<file path="config.mk">
export PLATFORM = sky130hd
export DESIGN_NAME = spiker_writer
export DESIGN_NICKNAME = d
export VERILOG_FILES = /design/src/rtl/spiker_writer.sv
export SDC_FILE = /design/constraint.sdc
export NUM_CORES = 1
export LEC_CHECK = 0
export ABC_AREA = 1
export CORE_ASPECT_RATIO = 0.8
export CORE_MARGIN = 2
export CORE_UTILIZATION = 50
export CTS_BUF_LIST = sky130_fd_sc_hd__clkbuf_8
export DETAILED_ROUTE_END_ITERATION = 16
export HOLD_SLACK_MARGIN = 0.08
export PLACE_DENSITY = 0.8
export SLEW_MARGIN = 20
export SYNTH_ARGS = -nofsm -noshare
export SYNTH_HDL_FRONTEND = slang
export SYNTH_SLANG_ARGS = --single-unit
</file>
<file path="constraint.sdc">
create_clock -name clk_i -period 8.43 [get_ports clk_i]
set_input_delay 1.2645 -clock clk_i [delete_from_list [all_inputs] [get_ports clk_i]]
set_output_delay 1.2645 -clock clk_i [all_outputs]
set_load 0.03 [all_outputs]
</file>
<file path="src/rtl/spiker_writer.sv">
// Output-spike accumulator + argmax; result N_OUT+1 cycles after the final accumulating cycle, irq on first DONE cycle.
// No backpressure: valid/done/start/clear are single-cycle pulses sampled every cycle, inputs ignored outside their state.
module spiker_writer #(
    parameter int N_OUT     = 10,
    parameter int CNT_WIDTH = 16,
    parameter int N_STEPS   = 25,
    parameter int CLS_W     = $clog2(N_OUT),
    parameter int STEP_W    = $clog2(N_STEPS + 1)
) (
    input  logic                       clk_i,
    input  logic                       rst_ni,
    input  logic                       test_mode_i,
    input  logic                       start_i,
    input  logic                       clear_i,
    input  logic                       out_valid_i,
    input  logic [N_OUT-1:0]           out_spikes_i,
    input  logic                       done_i,
    output logic [N_OUT*CNT_WIDTH-1:0] counts_o,
    output logic [CLS_W-1:0]           class_o,
    output logic [CNT_WIDTH-1:0]       max_count_o,
    output logic [STEP_W-1:0]          steps_o,
    output logic                       busy_o,
    output logic                       result_valid_o,
    output logic                       overflow_o,
    output logic                       irq_o
);

    typedef enum logic [1:0] {
        IDLE  = 2'd0,
        ACCUM = 2'd1,
        SCAN  = 2'd2,
        DONE  = 2'd3
    } state_t;

    localparam logic [CNT_WIDTH-1:0] CNT_MAX   = '1;
    localparam logic [STEP_W-1:0]    STEP_LAST = STEP_W'(N_STEPS - 1);
    localparam logic [CLS_W-1:0]     IDX_LAST  = CLS_W'(N_OUT - 1);

    state_t               state;
    logic [CNT_WIDTH-1:0] cnt [N_OUT];
    logic [CNT_WIDTH-1:0] cnt_inc [N_OUT];
    logic [STEP_W-1:0]    steps;
    logic [CLS_W-1:0]     scan_idx;
    logic [CLS_W-1:0]     best_idx;
    logic [CNT_WIDTH-1:0] best_val;
    logic [CLS_W-1:0]     class_q;
    logic [CNT_WIDTH-1:0] max_q;
    logic                 overflow;
    logic                 busy;
    logic                 result_valid;
    logic                 irq;
    logic                 sat_hit;
    logic [CNT_WIDTH-1:0] scan_val;
    logic                 take;
    logic                 unused_test_mode;

    assign unused_test_mode = test_mode_i;

    // Saturating per-neuron increment; a spike landing on a full counter flags overflow.
    always_comb begin
        sat_hit = 1'b0;
        for (int k = 0; k < N_OUT; k++) begin
            cnt_inc[k] = cnt[k];
            if (out_spikes_i[k]) begin
                if (cnt[k] == CNT_MAX) begin
                    sat_hit = 1'b1;
                end else begin
                    cnt_inc[k] = cnt[k] + CNT_WIDTH'(1);
                end
            end
        end
    end

    // Neuron 0 always seeds the best; later neurons must be strictly larger, so ties keep the lowest index.
    assign scan_val = cnt[scan_idx];
    assign take     = (scan_idx == '0) || (scan_val > best_val);

    always_ff @(posedge clk_i or negedge rst_ni) begin
        if (!rst_ni) begin
            state        <= IDLE;
            for (int k = 0; k < N_OUT; k++) cnt[k] <= '0;
            steps        <= '0;
            scan_idx     <= '0;
            best_idx     <= '0;
            best_val     <= '0;
            class_q      <= '0;
            max_q        <= '0;
            overflow     <= 1'b0;
            busy         <= 1'b0;
            result_valid <= 1'b0;
            irq          <= 1'b0;
        end else begin
            irq <= 1'b0;
            if (clear_i) begin
                if (state == ACCUM || state == SCAN) begin
                    for (int k = 0; k < N_OUT; k++) cnt[k] <= '0;
                    steps    <= '0;
                    overflow <= 1'b0;
                end
                state        <= IDLE;
                busy         <= 1'b0;
                result_valid <= 1'b0;
            end else begin
                case (state)
                    IDLE, DONE: begin
                        if (start_i) begin
                            for (int k = 0; k < N_OUT; k++) cnt[k] <= '0;
                            steps        <= '0;
                            overflow     <= 1'b0;
                            class_q      <= '0;
                            max_q        <= '0;
                            state        <= ACCUM;
                            busy         <= 1'b1;
                            result_valid <= 1'b0;
                        end
                    end
                    ACCUM: begin
                        if (out_valid_i) begin
                            for (int k = 0; k < N_OUT; k++) cnt[k] <= cnt_inc[k];
                            if (sat_hit) overflow <= 1'b1;
                            steps <= steps + STEP_W'(1);
                        end
                        if ((out_valid_i && steps == STEP_LAST) || done_i) begin
                            state    <= SCAN;
                            scan_idx <= '0;
                        end
                    end
                    SCAN: begin
                        if (take) begin
                            best_val <= scan_val;
                            best_idx <= scan_idx;
                        end
                        if (scan_idx == IDX_LAST) begin
                            class_q      <= take ? scan_idx : best_idx;
                            max_q        <= take ? scan_val : best_val;
                            state        <= DONE;
                            busy         <= 1'b0;
                            result_valid <= 1'b1;
                            irq          <= 1'b1;
                        end else begin
                            scan_idx <= scan_idx + CLS_W'(1);
                        end
                    end
                    default: state <= IDLE;
                endcase
            end
        end
    end

    for (genvar g = 0; g < N_OUT; g++) begin : g_counts
        assign counts_o[g*CNT_WIDTH +: CNT_WIDTH] = cnt[g];
    end

    assign class_o        = class_q;
    assign max_count_o    = max_q;
    assign steps_o        = steps;
    assign busy_o         = busy;
    assign result_valid_o = result_valid;
    assign overflow_o     = overflow;
    assign irq_o          = irq;

endmodule

</file>
==> results.yml <==
outcome:
  status: "finished, final reports clean"
die:
  die_w_microns: 190
  core_sq_um: 27300
  die_h_microns: 153
  pin_count: 206
  initial_core_util_pct: 50.9
  dieArea_sq_um: 29100
  num_rows: 54
cts:
  h-tree-depth: 2
  clock_sink_count: 215
  clockBufferDepth: 3
  clock_latency_ns: 0.56
  cts.repair.resized: 0
  cts_tree: "yes"
  clkTransAtPathRegs_ns: 0.06
  clk_root_buffer_cell: "clkbuf_8"
  post_cts.repair.setup_buffers: 0
  cts_hold_buf: 0
  cts_buffers: 39
grt:
  antenna_found_initial: 0
  grt_usage_pct: 32.4
  gr-total-overflow: 0
  grt_pass1_vias: 13700
  grt_pass1_wl_microns: 74800
  grt_start_max_net_pins: 79
yosys:
  synth_nets: 2023
  netlist_top_cells_area: "dfrtp_1, nand2_1, nand3_1, inv_1, o21ai_0"
  yosys.area.top_type_share_pct: 38.7
  netlist_top_cells_count: "nand2_1, nand3_1, inv_1, dfrtp_1, o21ai_0"
  synth.most_common_cell: "nand2_1"
  synth_cells: 1973
  synth.largest_area_cell: "dfrtp_1"
  synth_cell_types: 47
  synth_ff_type: "dfrtp_1"
  syn_avg_cell_area_sq_um: 7.04
  synthesis.area_sq_um: 13900
  ys_seq_area_share_pct: 38.7
  synth-seq-cells: 215
  synth-async-reset-ratio_pct: 100
  yosysWarningCount: 0
  synth-edff-count: 0
worst_setup_path:
  worstPathCellList: "buf_4 -> a21oi_1 -> o21ai_0 -> o211ai_1 -> nand3_1 -> nand2_1 -> ha_1 -> nand2_1 -> inv_1 -> nand3_1 -> nor2_1 -> nand4_1 -> nand2_1 -> nand2_1 -> nand2_1 -> nand3_1 -> nand2_1"
  crit_slowest_cell: "dfrtp_2"
  crit_fanout: 77
  max_stage_delay_ns: 0.68
  worstSetupPathType: "reg -> reg"
  critPathLaunchType: "flop"
  critPathTopFamily: "simple AND/OR/NAND/NOR gates"
  cp.required_ns: 8.90
  arrival_ns: 5.54
  critPathBufInv: 2
  crit_path_frequent_cell: "nand2_1"
  critPathCaptureType: "flop"
sta:
  layout_min_cycle_time_ns: 5.08
  slew_viol_final: 0
  max_slew_margin_pct: 22.1
  grt_setup_unrepaired: "no"
  setup_viol: 0
  final.setup.tns_ns: 0
  final-hold-violation-count: 0
  clock-skew-final_ns: 0.0407
  fmaxAchievable_mhz: 197
  tightestPinTransition_ns: 1.17
  finalCritPeriodShare_pct: 60.2
flow_run:
  drv_cap: 0
placed_design:
  post-place-cells: 2469
  hpwl_microns: 34400
  gp_congestion: 0.983
  portBuffers: 204
detailed_routing:
  vias: 15000
  wirelength_microns: 47700
  firstDrtPassIters: 8
  ant_nets: 0
  drtIter0Drc: 1860
  via_per_inst: 5.89
  wl_met1_microns: 20600
  wl_per_cell_microns: 18.8
  wl_met3_microns: 5950
  highest_layer: "met4"
  dr_wl_met2_microns: 19600
  drc: 0
power_and_ir_drop:
  fin_total_pwr_w: 0.00440
  pwr_density_cell_nw_per_um2: 261
  peakVddDrop_v: 0.000175
  p_leak_nw: 7.27
layout:
  syn_to_final_growth_pct: 21.6
  nNetsFinal: 2196
  fillers: 2454
  layout.area.seq_sq_um: 5380
  final_layout_size_suffix_gt1_share_pct: 5.24
  post-route-util_pct: 61.9
  stdcell_count: 2538
  multi_input_area_sq_um: 7200
  n_antenna_cell: 0
min_path:
  hold_path.class: "reg -> reg"
==> sequential cells by signal, indices dropped and copies added, names as in the netlist <==
signal / count
best_idx: 4
best_val: 16
busy_o: 1
class_o: 4
counts_o: 160
irq_o: 1
max_count_o: 16
overflow_o: 1
result_valid_o: 1
scan_idx: 4
state: 2
steps_o: 5
==> where the power goes <==
group	total [W]	switching (W)	internal (W)
clock network	0.00105	0.000463	0.000590
registers	0.00122	0.000104	0.00112
logic	0.00213	0.00160	0.000528
total	0.00440	0.00217	0.00224
==> per-layer routing <==
layer | GRT usage (%) | vias to the layer above
met4 | 10.6 | 0
met2 | 45.4 | 908
met3 | 7.28 | 125
met5 | 0 | -
met1 | 49.1 | 7005
li1 | - | 6916
==> worst min-delay path: stages, from the launching register on <==
cell     delay, ns
dfrtp_1       0.34
nand2_1       0.05
nand2_1       0.05
==> through the flow <==
step / instance area (sq um) / hold slack [ns] / setup slack [ns]
after CTS: 16900 / 0.482 / 3.62
after detailed placement: 16100 / 0.465 / 3.09
final: 16900 / 0.479 / 3.35
after floorplan: 13900 / 0.449 / 5.64
after global placement: 16100 / 0.461 / 3.10
after global routing: 16900 / 0.499 / 3.09
==> cell usage in the layout, fill, tap and decap left out, types with 6 or more instances in the layout <==
cell,netlist,routed
nor2_1,173,172
buf_4,5,11
nand4_1,65,65
nand3_1,249,249
ha_1,33,33
a21oi_1,137,137
nand2_2,6,6
inv_1,237,245
xor2_1,41,41
dfrtp_1,215,214
o21ai_0,175,175
clkdlybuf4s50_1,0,203
o21ai_1,6,6
nor3_1,63,63
o211ai_1,9,9
clkbuf_8,0,54
nand2_1,414,414
clkinv_2,0,7
nand3_2,9,8
==> cell families (layout without fill, tap and decap cells) <==
| group | after synthesis | after routing | synth area share, % |
|---|---|---|---|
| xor+xnor | 41 | 41 | 2.58 |
| compound gates | 347 | 347 | 13.0 |
| mux | 5 | 5 | 0.369 |
| buf+inv | 326 | 527 | 9.55 |
| fa+ha+maj | 33 | 33 | 2.97 |
| flops | 215 | 215 | 38.7 |
| simple gates | 1006 | 1006 | 32.8 |
==> final cells by class <==
type                       count  share of cell area, %
inverter                     243                   5.40
timing repair buffer         215                   12.6
multi-input combinational   1432                   42.6
clock buffer                  53                   4.32
clock inverter                16                  0.563
tap                          364                   2.70
sequential                   215                   31.8
==> final timing paths <==
kind | endpoint | startpoint | slack (ns) | cells past startpoint
max | class_o[2] | scan_idx[0] | 3.35 | 17
min | class_o[2] | class_o[2] | 0.48 | 2
max reg2reg | class_o[2] | scan_idx[0] | 3.35 | 17
min reg2reg | class_o[2] | class_o[2] | 0.48 | 2
max in group asynchronous | counts_o[135] | rst_ni | 6.24 | 2
min in group asynchronous | counts_o[103] | rst_ni | 0.73 | 1
No activity file was read; power rests on OpenSTA's default activity.
==> edit (same settings) <==
Reset style: synchronous (`rst_ni`), changed in one clocked block.
--- a/src/rtl/spiker_writer.sv
+++ b/src/rtl/spiker_writer.sv
@@ -75,7 +75,7 @@
     assign scan_val = cnt[scan_idx];
     assign take     = (scan_idx == '0) || (scan_val > best_val);
 
-    always_ff @(posedge clk_i or negedge rst_ni) begin
+    always_ff @(posedge clk_i) begin
         if (!rst_ni) begin
             state        <= IDLE;
             for (int k = 0; k < N_OUT; k++) cnt[k] <= '0;
Formal check against the unedited RTL: differs if rst_ni is asserted again (counterexample within 4 cycles, from zero or initial values and one cycle with rst_ni low); with rst_ni held inactive, the same outputs for 4 cycles.
==> edit against the original RTL <==
- setup slack gained 0.060 ns
- area after synthesis shrank 6.5%
- via count shrank 17%
- critical endpoint is now cnt[7][4]$_SDFFCE_PN0P_
- sequential cell count grew 4
- design area shrank 5.3%
- critical path type is now input port to register
- routed wire length shrank 20%
Power is not compared: it rests on default switching activity, and its combinational part moved more than twofold at a synthesized area within 25%.
==> edit: results (changes against the original RTL) <==
INFO  metric synth-seq-area-share = 46.1% (+7.4 points)
INFO  metric grt.total_usage = 27.3% (-5.1 points)
INFO  metric final.setup_skew = 0.0264 ns (-0.0142 ns)
INFO  metric synthesis.area_per_instance = 7.92 µm² (+12%)
INFO  metric area_growth_syn_to_layout = 23.2%
INFO  metric outcome = completed
INFO  metric route.final.wire_length = 38100 µm (-20%)
INFO  metric dpl_worst_slack = 2.98 ns (-0.116 ns)
INFO  metric worst_slew_pin_tran = 1.07 ns (-0.0998 ns)
INFO  metric cts_buffers = 38 (-2.6%)
INFO  metric gp_congestion = 0.915 (-6.9%)
INFO  metric yosys-top-cells-area = sky130_fd_sc_hd__edfxtp_1 (37%), sky130_fd_sc_hd__dfxtp_1 (9.1%), sky130_fd_sc_hd__nand2_1 (7.9%), sky130_fd_sc_hd__a21oi_1 (7.6%), sky130_fd_sc_hd__inv_1 (6.7%)
INFO  metric period_share = 59.5% (-0.71 points)
INFO  metric number_of_vias_per_cell = 5.64 (-4.2%)
INFO  metric wire_length_of_the_first_global_routing_pass = 59100 µm (-21%)
INFO  metric placedInstanceArea = 15300 µm² (-4.8%)
INFO  metric place.detailed.instances = 2143 (-13%)
INFO  metric crit_path_start = rst_ni
INFO  metric final-instance-count-excl-fill = 2210 (-13%)
INFO  metric worstPathArrival = 5.22 ns (-0.32 ns)
INFO  metric first_global_vias = 11200 (-18%)
INFO  metric netlist_top_cells_count = sky130_fd_sc_hd__nand2_1 (274), sky130_fd_sc_hd__inv_1 (233), sky130_fd_sc_hd__a21oi_1 (196)
INFO  metric fillCellCount = 2145 (-13%)
INFO  metric hold_path_startpoint = max_count_o[11]$_SDFFE_PN0P_
INFO  metric synth_nets = 1691 (-16%)
[edit: stage by stage]
step / hold WS (ns) / power [mW]
6_report: 0.462 / 2.95
5_1_grt: 0.482 / 3.07
4_1_cts: 0.465 / 2.95
3_5_place_dp: 0.456 / 2.05
3_3_place_gp: 0.452 / 2.04
2_1_floorplan: 0.445 / 1.78
[edit: final timing paths]
kind                            cells past startpoint                            to
worst max register to register                     15       class_o[0]$_SDFFE_PN0P_
worst min register to register                      2  max_count_o[11]$_SDFFE_PN0P_
worst min-delay path                                2  max_count_o[11]$_SDFFE_PN0P_
worst max-delay path                               13       cnt[7][4]$_SDFFCE_PN0P_
[edit: cell type report]
type / instances / share of cell area, %
clock buffer: 43 / 3.70
inverter: 237 / 5.56
clock inverter: 24 / 0.618
tap: 351 / 2.75
multi-input combinational: 1115 / 36.4
sequential: 219 / 37.5
timing repair buffer: 221 / 13.6
[edit: kinds of logic after synthesis]
logic type	synth area share, %
xor gates and xnor gates	0.809
muxes	0.0771
and+or+nand+nor	24.2
adders and majority gates	3.28
DFF	46.1
AOI/OAI and AO/OA	16.3
buffers and inverters	9.16
[edit: power groups by stage]
stage          clock network [mW]  registers, mW  logic (mW)
2_1_floorplan                   0           1.47       0.307
3_3_place_gp                    0           1.37       0.666
3_5_place_dp                    0           1.37       0.681
4_1_cts                     0.919           1.35       0.685
5_1_grt                     0.961           1.36       0.746
6_report                    0.908           1.35       0.688
[edit: per-layer routing]
layer / up-vias / wire length, µm / track usage, %
met4: 0 / 994 / 8.00
met1: 5678 / 16100 / 40.4
li1: 6020 / - / -
met2: 699 / 16400 / 40.2
met5: - / 0 / 0
met3: 75 / 4640 / 5.97
[edit: worst max-delay path, stage by stage]
cell and delay, ns:
sky130_fd_sc_hd__clkdlybuf4s50_1 0.55, sky130_fd_sc_hd__inv_2 0.30, sky130_fd_sc_hd__nor2_1 0.31, sky130_fd_sc_hd__inv_1 0.18, sky130_fd_sc_hd__nor2_4 0.10, sky130_fd_sc_hd__buf_4 0.71
sky130_fd_sc_hd__inv_2 0.03, sky130_fd_sc_hd__buf_4 0.45, sky130_fd_sc_hd__nand2_1 0.18, sky130_fd_sc_hd__a31oi_1 0.05, sky130_fd_sc_hd__buf_4 0.21, sky130_fd_sc_hd__a21oi_1 0.51
sky130_fd_sc_hd__buf_4 0.33
